<file path="src/rtl/tessent_scanmux_pkg.sv">
// Shared types and helpers for the N-way secure IJTAG scan mux.
//   sel_update_e : outcome of a select-register update attempt
//   FAIL_CNT_W   : width of the consecutive wrong-key counter
//   onehot_dec   : index to one-hot decode (supports up to 32 inputs)
package tessent_scanmux_pkg;

  typedef enum logic [1:0] {
    UPD_OK,
    UPD_BADKEY,
    UPD_RANGE,
    UPD_LOCKED
  } sel_update_e;

  localparam int FAIL_CNT_W = 4;

  function automatic logic [31:0] onehot_dec(input logic [31:0] idx);
    return 32'd1 << idx;
  endfunction

endpackage

</file>
<file path="src/rtl/tessent_scanmux_key_chk.sv">
// Key comparison, consecutive wrong-key counter and lockout flag for the
// secure scan mux. Only instantiated when TESSENT_SCANMUX_KEY_EN is defined.
// Ports:
//   clk, reset    : IJTAG TCK and synchronous active-high reset
//   upd_req       : an update is being applied at this edge
//   key_field     : key bits of the shift register (pre-edge)
//   sel_in_range  : select field of the shift register is < NUM_IN
//   upd_status    : classification of the update attempt
//   locked        : lockout active; stays set until reset
module tessent_scanmux_key_chk
  import tessent_scanmux_pkg::*;
#(
  parameter int               KEY_W    = 8,
  parameter logic [KEY_W-1:0] KEY      = 8'hA5,
  parameter int               MAX_FAIL = 3
) (
  input  logic             clk,
  input  logic             reset,
  input  logic             upd_req,
  input  logic [KEY_W-1:0] key_field,
  input  logic             sel_in_range,
  output sel_update_e      upd_status,
  output logic             locked
);

  localparam logic [FAIL_CNT_W-1:0] MAX_FAIL_C = FAIL_CNT_W'(MAX_FAIL);

  logic [FAIL_CNT_W-1:0] fail_cnt;

  // Lockout outranks the key check, and a correct key outranks the range
  // check, so a wrong key never reveals whether the select was valid.
  always_comb begin
    upd_status = UPD_OK;
    if (locked)
      upd_status = UPD_LOCKED;
    else if (key_field != KEY)
      upd_status = UPD_BADKEY;
    else if (!sel_in_range)
      upd_status = UPD_RANGE;
  end

  // Any update carrying the right key clears the counter, even if the
  // select itself is rejected as out of range.
  always_ff @(posedge clk) begin
    if (reset) begin
      fail_cnt <= '0;
      locked   <= 1'b0;
    end else if (upd_req) begin
      unique case (upd_status)
        UPD_BADKEY: begin
          if (fail_cnt != MAX_FAIL_C)
            fail_cnt <= fail_cnt + FAIL_CNT_W'(1);
          if (fail_cnt + FAIL_CNT_W'(1) == MAX_FAIL_C)
            locked <= 1'b1;
        end
        UPD_RANGE, UPD_OK: fail_cnt <= '0;
        default: ;
      endcase
    end
  end

endmodule

</file>
<file path="src/rtl/tessent_scanmux_nway_secure_ctrl.sv">
// N-way IJTAG scan-path multiplexer owning its shift/update select register.
// Optional keying: define TESSENT_SCANMUX_KEY_EN to add a key field to the
// shift register, the wrong-key counter and the lockout flag.
// Ports:
//   ijtag_tck, ijtag_reset          : clock and synchronous active-high reset
//   ijtag_sel/ce/se/ue, ijtag_si/so : IJTAG segment access
//   mux_in, mux_out                 : scan data inputs and selected output
//   enable_in, enable_out           : upstream enable, one-hot gated enables
//   range_err                       : sticky out-of-range select attempt
//   locked                          : key lockout (0 without keying)
module tessent_scanmux_nway_secure_ctrl
  import tessent_scanmux_pkg::*;
#(
  parameter int               NUM_IN      = 4,
  parameter int               SEL_W       = $clog2(NUM_IN),
  parameter int               DEFAULT_SEL = 0,
  parameter int               KEY_W       = 8,
  parameter logic [KEY_W-1:0] KEY         = 8'hA5,
  parameter int               MAX_FAIL    = 3
) (
  input  logic              ijtag_tck,
  input  logic              ijtag_reset,
  input  logic              ijtag_sel,
  input  logic              ijtag_ce,
  input  logic              ijtag_se,
  input  logic              ijtag_ue,
  input  logic              ijtag_si,
  output logic              ijtag_so,
  input  logic [NUM_IN-1:0] mux_in,
  output logic              mux_out,
  input  logic              enable_in,
  output logic [NUM_IN-1:0] enable_out,
  output logic              range_err,
  output logic              locked
);

`ifdef TESSENT_SCANMUX_KEY_EN
  localparam int SR_W = KEY_W + SEL_W;
`else
  localparam int SR_W = SEL_W;
`endif

  if (NUM_IN < 2 || NUM_IN > 32 || DEFAULT_SEL >= NUM_IN || KEY_W < 2 ||
      $bits(KEY) != KEY_W || MAX_FAIL < 1 || MAX_FAIL > 15) begin : g_param_chk
    $error("tessent_scanmux_nway_secure_ctrl: illegal parameter set");
  end

  logic [SR_W-1:0]  sr;
  logic [SR_W-1:0]  sr_cap;
  logic [SR_W-1:0]  sr_shift;
  logic [SEL_W-1:0] sel_q;
  logic [31:0]      dec_full;
  logic             upd_req;
  logic             sel_in_range;
  sel_update_e      upd_status;

  assign upd_req      = ijtag_sel & ijtag_ue;
  assign sel_in_range = (32'(sr[SEL_W-1:0]) < 32'(NUM_IN));
  assign ijtag_so     = sr[0];

`ifdef TESSENT_SCANMUX_KEY_EN
  tessent_scanmux_key_chk #(
    .KEY_W   (KEY_W),
    .KEY     (KEY),
    .MAX_FAIL(MAX_FAIL)
  ) u_key_chk (
    .clk         (ijtag_tck),
    .reset       (ijtag_reset),
    .upd_req     (upd_req),
    .key_field   (sr[SR_W-1:SEL_W]),
    .sel_in_range(sel_in_range),
    .upd_status  (upd_status),
    .locked      (locked)
  );
`else
  assign upd_status = sel_in_range ? UPD_OK : UPD_RANGE;
  assign locked     = 1'b0;
`endif

  // Capture image: current select in the low field; with keying, the status
  // bits sit at the top of the key field so the key itself is never exposed.
  // Shift image is built by bit assignment so a 1-bit register also works.
  always_comb begin
    sr_cap             = '0;
    sr_cap[SEL_W-1:0]  = sel_q;
`ifdef TESSENT_SCANMUX_KEY_EN
    sr_cap[SR_W-1]     = locked;
    sr_cap[SR_W-2]     = range_err;
`endif
    sr_shift           = sr >> 1;
    sr_shift[SR_W-1]   = ijtag_si;
  end

  // Shift register and select state. The update decision uses the pre-edge
  // register contents, so it is independent of a concurrent capture/shift.
  always_ff @(posedge ijtag_tck) begin
    if (ijtag_reset) begin
      sr        <= '0;
      sel_q     <= SEL_W'(DEFAULT_SEL);
      range_err <= 1'b0;
    end else begin
      if (ijtag_sel & ijtag_ce)
        sr <= sr_cap;
      else if (ijtag_sel & ijtag_se)
        sr <= sr_shift;
      if (upd_req && upd_status == UPD_OK)
        sel_q <= sr[SEL_W-1:0];
      if (upd_req && upd_status == UPD_RANGE)
        range_err <= 1'b1;
    end
  end

  // sel_q is always in range, so the decode is strictly one-hot.
  always_comb begin
    dec_full   = onehot_dec(32'(sel_q));
    enable_out = dec_full[NUM_IN-1:0] & {NUM_IN{enable_in}};
    mux_out    = mux_in[sel_q];
  end

endmodule

</file>
<file path="config.mk">
export PLATFORM = sky130hd
export DESIGN_NAME = tessent_scanmux_nway_secure_ctrl
export DESIGN_NICKNAME = d
export VERILOG_FILES = /design/src/rtl/tessent_scanmux_pkg.sv /design/src/rtl/tessent_scanmux_key_chk.sv /design/src/rtl/tessent_scanmux_nway_secure_ctrl.sv
export SDC_FILE = /design/constraint.sdc
export NUM_CORES = 1
export LEC_CHECK = 0
export ABC_AREA = 1
export CAP_MARGIN = 5
export CORE_AREA = 2 2 39 41
export DETAILED_ROUTE_END_ITERATION = 8
export DIE_AREA = 0 0 41 43
export SKIP_LAST_GASP = 1
export SYNTH_ARGS = -nofsm -noshare
export SYNTH_HDL_FRONTEND = slang
export SYNTH_HIERARCHICAL = 1
export SYNTH_SLANG_ARGS = --single-unit
</file>
<file path="constraint.sdc">
create_clock -name ijtag_tck -period 1.8 [get_ports ijtag_tck]
set_input_delay 0.36 -clock ijtag_tck [delete_from_list [all_inputs] [get_ports ijtag_tck]]
set_output_delay 0.36 -clock ijtag_tck [all_outputs]
set_load 0.02 [all_outputs]
</file>
==> results of run 1 <==
-- cell usage in the layout (no fill, tap or decap) --
master           count
inv_1                8
conb_1               2
nand3_1              8
nor3_2               1
nor3_1               3
clkbuf_4             3
o21ai_0              2
nand2_1              9
clkdlybuf4s50_1     12
a21oi_1              2
nor2_1               2
dfxtp_1              4
inv_2                2
dlygate4sd2_1        5
nand4_1              1
-- power by group through the flow --
| stage | registers [mW] | clock network, mW | logic [mW] |
|---|---|---|---|
| after floorplan | 0.0999 | 0 | 0.0382 |
| after global placement | 0.101 | 0 | 0.0778 |
| after detailed placement | 0.101 | 0 | 0.0775 |
| after CTS | 0.0993 | 0.113 | 0.0728 |
| after global routing | 0.0999 | 0.119 | 0.0806 |
| final | 0.0992 | 0.106 | 0.0720 |
-- sequential cells by signal, indices dropped and copies added (netlist names) --
register	flops
sel_q	2
sr	2
-- final timing paths --
kind / startpoint / to / slack [ps]
worst max register to register: sr[1] / sr[0] / 1060
worst max-delay path: enable_in / enable_out[2] / 90
worst min-delay path: sr[0] / sel_q[0] / 570
worst min register to register: sr[0] / sel_q[0] / 570
-- per-layer routing --
layer / wire length [um] / global-route usage, % / vias up / share of wire, %
li1: - / - / 176 / -
met1: 267 / 11.2 / 133 / 42
met2: 323 / 11.6 / 7 / 51
met3: 43 / 3.14 / 0 / 6.8
met4: 0 / 8.00 / 0 / 0
met5: 0 / 0 / - / 0
-- tightest hold or removal path, cell delays in order, from the launching register on --
cell and delay [ps]:
dfxtp_1 310, o21ai_0 160, a21oi_1 40
-- layout make-up --
class                   instances  area, sq um  area share (%)
multi-input cells              30          140            30.2
clock buffers                   3         22.5            4.85
well taps                      16         20.0            4.31
flip-flops and latches          4         80.1            17.3
repair buffers                 17          164            35.3
inverters                      10         37.5            8.09
-- cells by family (layout without fill, tap and decap cells) --
family / Yosys count / count (layout) / share of synthesized area [%]
buffers and inverters: 12 / 30 / 19.5
DFF: 4 / 4 / 29.8
AOI/OAI and AO/OA: 4 / 4 / 7.44
and+or+nand+nor: 24 / 24 / 41.9
other: 1 / 2 / 1.39
==> summary.md, run 1 <==
| Metric | Value |
|---|---|
| Cell Rows | `14` |
| CP bufs+invs | `3` |
| Synthesized area per cell | `between 5 and 6 sq um` |
| Fraction of layout cells with a size suffix above 1 | `a little under a tenth` |
| Clock insertion delay at the later pin of the skew report | `approximately 230 ps` |
| Fill cells | `about 160` |
| Placement Setup Slack | `-214 ps` |
| IR Drop Worst-Case VDD | `about 240 uV` |
| # Max-Cap Violations | `0` |
| Final hold violation count | `0` |
| Yosys reg bits | `4` |
| # setup viols final | `0` |
| # H-tree levels | `1` |
| Die X-Extent | `41 um` |
| Cell area after placement | `around 450 sq um` |
| Post-route cell area | `464 sq um` |
| Crit-path leading delay family | `buffers and inverters` |
| Count of boundary I/O pins | `20` |
| Number of enable flip-flop cells after synthesis | `0` |
| Power Internal | `0.205 mW` |
| Synthesis warning total | `6` |
| Core Region | `around 1400 sq um` |
| Share of total power in the clock network | `between 30% and 40%` |
| Initial Utilization | `approximately 20%` |
| Cell with the largest stage delay on the worst path | `clkdlybuf4s50_1` |
| Setup repair after global routing missed its margin | `false` |
| Die height | `43 um` |
| Clock tree sinks | `4` |
| Largest net degree at the start of global routing | `7` |
| Placed cells | `77` |
| Clock tree from TritonCTS | `built` |
| Area grow syn2layout | `72.6%` |
| Switching share of total power | `between 20% and 30%` |
| Leakage Power | `0.234 nW` |
| Number of cells on the worst reg-to-reg path | `6` |
| WP depth | `4` |
| Post-cts sizing count | `5` |
| Die Outline Area | `~1800 sq um` |
| Post-Synthesis Cells | `45` |
| Global-route wire length before repair | `approximately 1.1 mm` |
| Detailed Route Iter0 Violations | `5` |
| Largest stage delay, worst path | `roughly 450 ps` |
| Hold Slack | `roughly 570 ps` |
| Cell depth of the worst hold path | `2` |
| Max-slew violation count | `0` |
| Total CTS buffers | `3` |
| Post-cts hold buffer count | `0` |
| N_diodes | `0` |
| Result of the run | `complete, no violations` |
| Count of input and output buffers | `17` |
| Total setup buffers inserted after CTS | `0` |
| Remaining global-route overflow | `0` |
| Total Routed Length | `roughly 630 um` |
| Least setup slack across all paths after layout | `roughly 85 ps` |
| Cell type contributing the most total cell area after synthesis | `dfxtp_1` |
| Cell Count, Final, Fillers Out | `80` |
| Share of power burned in registers | `35.7%` |
| Global placement routability congestion | `between 0.6 and 0.7` |
| Max Fclk | `between 500 and 600 MHz` |
| Power density of the placed cells | `598 nW/um^2` |
| Maximum clock path buffer count | `2` |
| Global-route usage over all layers | `under 10%` |
| Net switching power of the design | `roughly 0.073 mW` |
| Path type of the worst setup path | `input port to primary output` |
| Most frequently used cell type in the post-synthesis netlist | `nand2_1` |
| Most used DFF post-synth | `dfxtp_1` |
| CP max FO | `4` |
| Post-DP HPWL | `~540 um` |
| Post-layout power | `around 0.28 mW` |
| Initial antenna violation count | `0` |
| Leading post-synthesis cells by instance count | `9 x nand2_1, 8 x inv_1, 8 x nand3_1` |
| CP arrival | `between 1000 and 1500 ps` |
| Final routed wire length divided by cell count | `7.93 um` |
| Hold WC Path Type | `flop to flop` |
| Length of the first detailed-routing pass in iterations | `2` |
| Series of cell instances along the critical path | `clkdlybuf4s50_1 > inv_1 > nor3_1 > dlygate4sd2_1` |
| Number of vias in the routed layout | `approximately 320` |
| Number of distinct standard cells referenced by the synthesized netlist | `13` |
| Ranking of synthesized cells by area | `dfxtp_1 30%, nand3_1 15%, nand2_1 13%` |
| Vias in the first global route | `296` |
| Setup TNS after final layout | `0 ps` |
| Number of routed nets with antenna violations | `0` |
| Worst path required time | `approximately 1400 ps` |
| Root buffer selected by CTS | `clkbuf_4` |
| Kind of launch point of the worst setup path | `input port` |
| Synth async-reset ratio | `0%` |
| Final clock period utilization by the worst path | `a little over nine tenths` |
| Largest clock skew in the final design | `about 0.21 ps` |
| Sequential area share after synthesis | `between 20% and 30%` |
| Endpoint class of the critical path | `primary output` |
| Proportion of netlist area held by the largest area contributor | `between 20 and 30%` |
| Clock period minus final worst setup slack | `1710 ps` |
| Proportion of power drawn by combinational gates | `around 26%` |
| Vias per Instance | `3.95` |
| Final layout net count | `78` |
| Final core utilization | `between 30% and 40%` |
| Clk slew on worst S/H paths | `roughly 40 ps` |
| Post-detailed-route DRC marker count | `0` |
| Cell area after synthesis | `~270 sq um` |
Power figures use the tool's default switching activity.
==> run 2, diff against run 1 <==
--- a/config.mk
+++ b/config.mk
@@ -6,10 +6,12 @@
 export NUM_CORES = 1
 export LEC_CHECK = 0
 export ABC_AREA = 1
+export ABC_CLOCK_PERIOD_IN_PS = 1800
 export CAP_MARGIN = 5
 export CORE_AREA = 2 2 39 41
 export DETAILED_ROUTE_END_ITERATION = 8
 export DIE_AREA = 0 0 41 43
+export PLACE_DENSITY_LB_ADDON = 0.12
 export SKIP_LAST_GASP = 1
 export SYNTH_ARGS = -nofsm -noshare
 export SYNTH_HDL_FRONTEND = slang
==> run 2 against run 1 <==
  * Clock-buffer cell count did not move
  * Total power barely moved
  * Hold slack got worse by 8.3 ps
  * Non-clock buffer count did not move
  * Utilization rose by 0.090 points
  * Die area did not move
  * Critical path type unchanged
  * Cell count did not move
  * First-iteration DRC count fell by 60%
  * Largest cell class unchanged
==> summary.md, run 2 (same netlist as run 1, synthesis figures left out) <==
| Metric | Value |
|---|---|
| Result of the run | `complete, no violations` |
| Total CTS buffers | `3` |
| Post-route cell area | `around 470 sq um` |
| Most frequent cells in the layout | `12 x clkdlybuf4s50_1, 9 x nand2_1, 8 x inv_1, 8 x nand3_1` |
| N_diodes | `0` |
| Final layout net count | `78` |
| Final hold violation count | `0` |
| Total Routed Length | `679 um` |
| Final clock period utilization by the worst path | `between 90 and 100%` |
| Clock insertion delay at the later pin of the skew report | `around 230 ps` |
| IR Drop Worst-Case VDD | `around 270 uV` |
| Total setup buffers inserted after CTS | `0` |
| Leakage Power | `0.233 nW` |
| Die height | `43 um` |
| Number of routed nets with antenna violations | `0` |
| Die Outline Area | `~1800 sq um` |
| Post-DP HPWL | `about 580 um` |
| Kind of launch point of the worst setup path | `input port` |
| Global-route usage over all layers | `roughly 9.9%` |
| Vias per Instance | `just over 4` |
| Fill cells | `between 150 and 200` |
| Count of boundary I/O pins | `20` |
| Count of input and output buffers | `17` |
| Hold WC Path Type | `flop to flop` |
| Maximum clock path buffer count | `2` |
| # setup viols final | `0` |
| Vias in the first global route | `305` |
| Clock period minus final worst setup slack | `roughly 1700 ps` |
| Max-slew violation count | `0` |
| Clock tree from TritonCTS | `built` |
| Area grow syn2layout | `73.0%` |
| Die X-Extent | `41 um` |
| Core Region | `between 1000 and 1500 sq um` |
| Global-route wire length before repair | `between 1 and 1.5 mm` |
| Fraction of layout cells with a size suffix above 1 | `about a tenth` |
| Number of vias in the routed layout | `322` |
| Start point of the worst hold path | `sr[1]` |
| Max Fclk | `roughly 580 MHz` |
| Clk slew on worst S/H paths | `around 40 ps` |
| Most common library cell in the layout ignoring fill and taps | `clkdlybuf4s50_1` |
| Registers with the highest flip-flop counts | `sel_q: 2 flops, sr: 2 flops` |
| Remaining global-route overflow | `0` |
| Path type of the worst setup path | `input port to primary output` |
| Largest net degree at the start of global routing | `7` |
| Post-detailed-route DRC marker count | `0` |
| Power density of the placed cells | `about 600 nW/um^2` |
| Cell area after placement | `between 400 and 500 sq um` |
| Number of cells on the worst reg-to-reg path | `4` |
| Reg-to-reg startpoint | `sel_q[1]` |
| Terminus of the critical flop-to-flop path | `sr[1]` |
| CP max FO | `4` |
| Root buffer selected by CTS | `clkbuf_4` |
| # H-tree levels | `1` |
| Largest clock skew in the final design | `~2.4 ps` |
| Slack of the worst reg-to-reg path | `roughly 1100 ps` |
| Length of the first detailed-routing pass in iterations | `5` |
| Worst path required time | `between 1000 and 1500 ps` |
| Final routed wire length divided by cell count | `between 8 and 9 um` |
| Cell Rows | `14` |
| Capture endpoint of the worst hold path | `sel_q[1]` |
| Endpoint class of the critical path | `primary output` |
| Initial Utilization | `roughly a fifth` |
| Setup TNS after final layout | `0 ps` |
| Detailed Route Iter0 Violations | `2` |
| Setup repair after global routing missed its margin | `false` |
| # Max-Cap Violations | `0` |
| Initial antenna violation count | `0` |
| Clock tree sinks | `4` |
| Cell depth of the worst hold path | `2` |
| Global placement routability congestion | `~0.75` |
| CP arrival | `1370 ps` |
run 2: how the worst max path moves through the flow:
stage	from	endpoint	cells after the start
after floorplan	sel_q[1]	enable_out[2]	2
after global placement	enable_in	enable_out[1]	4
after detailed placement	enable_in	enable_out[2]	4
after CTS	enable_in	enable_out[2]	4
after global routing	enable_in	enable_out[0]	4
final	enable_in	enable_out[1]	4
run 2: final cells by class:
cell class | instances | area, sq um | share of cell area [%]
multi-input combinational | 30 | 140 | 30.1
inverter | 10 | 37.5 | 8.06
sequential | 4 | 80.1 | 17.2
tap | 16 | 20.0 | 4.30
clock buffer | 3 | 22.5 | 4.84
timing repair buffer | 17 | 165 | 35.5
run 2: what timing repair did:
item	CTS	global route
gates resized for setup	5	1
hold buffers	0	0
pin swaps	0	0
setup endpoints to repair	5	1
run 2: power breakdown:
| group | leakage (nW) | switching (mW) | internal [mW] |
|---|---|---|---|
| registers | 0.0327 | 0.00562 | 0.0936 |
| clock network | 0.0138 | 0.0312 | 0.0742 |
| logic | 0.186 | 0.0359 | 0.0373 |
| total | 0.233 | 0.0727 | 0.205 |
run 2: per-layer routing:
metal	GRT usage [%]	part of all wire, %	vias up
met5	0	0	-
met4	10.0	2.1	0
met3	3.14	4.3	2
met2	12.2	47	9
met1	12.5	46	133
li1	-	-	178
run 2: stage by stage:
step | utilization [%] | hold slack [ps] | power (mW) | std cells | worst slack (ps)
after floorplan | - | 525 | 0.138 | 46 | 478
after global placement | 32.4 | 579 | 0.180 | 77 | -242
after detailed placement | 32.4 | 564 | 0.179 | 77 | -234
after CTS | 33.5 | 564 | 0.286 | 80 | 55.8
after global routing | 33.6 | 616 | 0.301 | 80 | 7.08
final | 33.6 | 559 | 0.278 | 80 | 75.0
run 2: critical path, cell delays in order:
cell and delay [ps]:
clkdlybuf4s50_1 460, inv_1 70, nor3_1 120, dlygate4sd2_1 350
==> edit: new RTL, flow settings as in run 1 <==
Reset style: asynchronous (`ijtag_reset`), changed in one clocked block. Comments in the files are not updated.
--- a/src/rtl/tessent_scanmux_nway_secure_ctrl.sv
+++ b/src/rtl/tessent_scanmux_nway_secure_ctrl.sv
@@ -93,7 +93,7 @@
 
   // Shift register and select state. The update decision uses the pre-edge
   // register contents, so it is independent of a concurrent capture/shift.
-  always_ff @(posedge ijtag_tck) begin
+  always_ff @(posedge ijtag_tck or posedge ijtag_reset) begin
     if (ijtag_reset) begin
       sr        <= '0;
       sel_q     <= SEL_W'(DEFAULT_SEL);
Formal check against the unedited RTL: differs if ijtag_reset is asserted again (counterexample within 4 cycles, from zero or initial values and one cycle with ijtag_reset high); with ijtag_reset held inactive, the same outputs for 10 cycles.
==> edit against run 1 <==
Sequential cell count unchanged. Critical path depth unchanged. Final area increased by 1.6%. Global-route usage increased by 0.14 points. Setup slack got worse by 0.014 ns. Largest cell class unchanged. Clock power about the same. Non-clock buffer count unchanged. Power increased by 35%. Routed wire length increased by 2.8%. Area after synthesis increased by 2.8%.
==> edit: results (changes against run 1) <==
stage,metric,value,unit,change
finish,antenna_cells,0,,unchanged
clock_network,cts-root-buf,clkbuf_4,,
clock_network,path_clk_slew,0.04,ns,about the same
critical_path,arrival,1.37,ns,+0.02 ns
routing,ant_nets,0,,unchanged
routing,drtIter0Drc,4,,-1
timing,fin_skew,0.001582,ns,+0.001368 ns
finish,reg_top3,"sel_q x2, sr x2",,
logic_synthesis,syn_inst,43,,-4.4%
global_routing,grt_pass1_wl,1048,um,-0.66%
finish,layout-drive-gt1-share,9.677,%,+0.30 points
clock_network,post-cts-setup-buffers,0,,unchanged
placed_design,place.gp.congestion,0.7231,,+8.0%
routing,drt_wl_total,652,um,+2.8%
critical_path,cp_max_fo,4,,unchanged
global_routing,use_met1,10.39,%,-0.83 points
global_routing,use_met3,3.141,%,unchanged
logic_synthesis,synth.distinct_cells,12,,-1
global_routing,grt_pass1_vias,275,,-7.1%
critical_path,rr_startpoint,sel_q[1],,
placed_design,dp.cells,75,,-2.6%
run,drv_cap,0,,unchanged
run_status,status,"finished, final reports clean",,
critical_path,timing.rr.end,sr[1],,
finish,fin_nets,76,,-2.6%
placed_design,dpl_cell_area,455.4,um^2,+1.7%
placed_design,place_hpwl,559.7,um,+4.5%
power,peakVddDrop,0.3463,mV,+47%
critical_path,reg2regPathDepth,4,,-2
logic_synthesis,synth_commonest_cells,"nand2_1, nand3_1, dfrtp_1, inv_1, nor3_1",,
logic_synthesis,yosysWarnings,6,,unchanged
clock_network,clk_latency,0.23,ns,about the same
logic_synthesis,synth.top_cells.by_area,"dfrtp_1, nand2_1, nand3_1",,
routing,vias_per_cell,4.090,,+3.5%
global_routing,antenna_found_initial,0,,unchanged
placed_design,portBuffers,17,,unchanged
power,power_leakage,0.0002550,uW,+8.8%
worst_hold_path,hold_path_class,primary input to asynchronous set/reset pin,,
finish,fillers,151,,-7.4%
logic_synthesis,yosysSeqAreaShare,36.20,%,+6.4 points
finish,final_cells,78,,-2.5%
global_routing,grt_max_degree,7,,unchanged
global_routing,grt_util_met2,12.81,%,+1.2 points
routing,dr.pass1.iters,3,,+1
placed_design,place_ws,-0.2267,ns,-0.01287 ns
critical_path,rrSetupSlack,1.04,ns,-0.02 ns
timing,timing.hold.ws,0.3082,ns,-0.2588 ns
power,switching_share,34.34,%,+8.1 points
clock_network,numCtsBuffers,3,,unchanged
clock_network,clock_path_buffers,2,,unchanged
clock_network,htree_levels,1,,unchanged
logic_synthesis,async_flop_share,100.0,%,+100 points
timing,slew_viol_final,0,,unchanged
global_routing,grt_use_total,9.164,%,+0.14 points
## edit: layout make-up
cell class / count / area, um^2 / area share [%]
repair buffers: 17 / 163.9 / 34.75
multi-input cells: 33 / 146.4 / 31.03
flip-flops and latches: 4 / 100.1 / 21.22
clock buffers: 3 / 22.52 / 4.775
well taps: 16 / 20.02 / 4.244
inverters: 5 / 18.77 / 3.979
## edit: logic make-up (layout without fill, tap and decap cells)
group	Yosys count	in the layout	share of synthesized area, %
simple gates	29	29	46.61
flops	4	4	36.20
other cells	1	2	1.356
compound gates	2	2	3.620
buf+inv	7	25	12.21
## edit: power by group through the flow
stage	Clock, uW	Sequential, uW	Combinational (uW)
finish	106	126	144
floorplan	0	128	80.2
detailed placement	0	127	157
global placement	0	128	156
global route	125	129	158
CTS	114	126	145
## edit: worst max-delay path by stage
stage | from | endpoint | slack, ns | depth (start not counted)
6_report | enable_in | enable_out[2] | 0.07 | 4
5_1_grt | mux_in[0] | mux_out | 0.01 | 6
4_1_cts | enable_in | enable_out[1] | 0.06 | 4
3_5_place_dp | enable_in | enable_out[0] | -0.23 | 4
3_3_place_gp | enable_in | enable_out[0] | -0.24 | 4
2_1_floorplan | sel_q[0] | enable_out[1] | 0.47 | 2
## edit: repair_timing
| item | 4_1_cts | 5_1_grt |
|---|---|---|
| setup endpoints to repair | 5 | 0 |
| gates resized for setup | 5 | 0 |
| hold endpoints to repair | 0 | 0 |
## edit: worst max-delay path, stage by stage
cell and delay, ns:
clkdlybuf4s50_1 0.45, inv_1 0.07, nor3_1 0.13, dlygate4sd2_1 0.36
## edit: layer usage
layer	share of wire, %	wire [um]	vias up
met2	58	375	8
met3	4.0	26	0
met5	0	0	-
li1	-	-	171
met1	38	251	140
met4	0	0	0
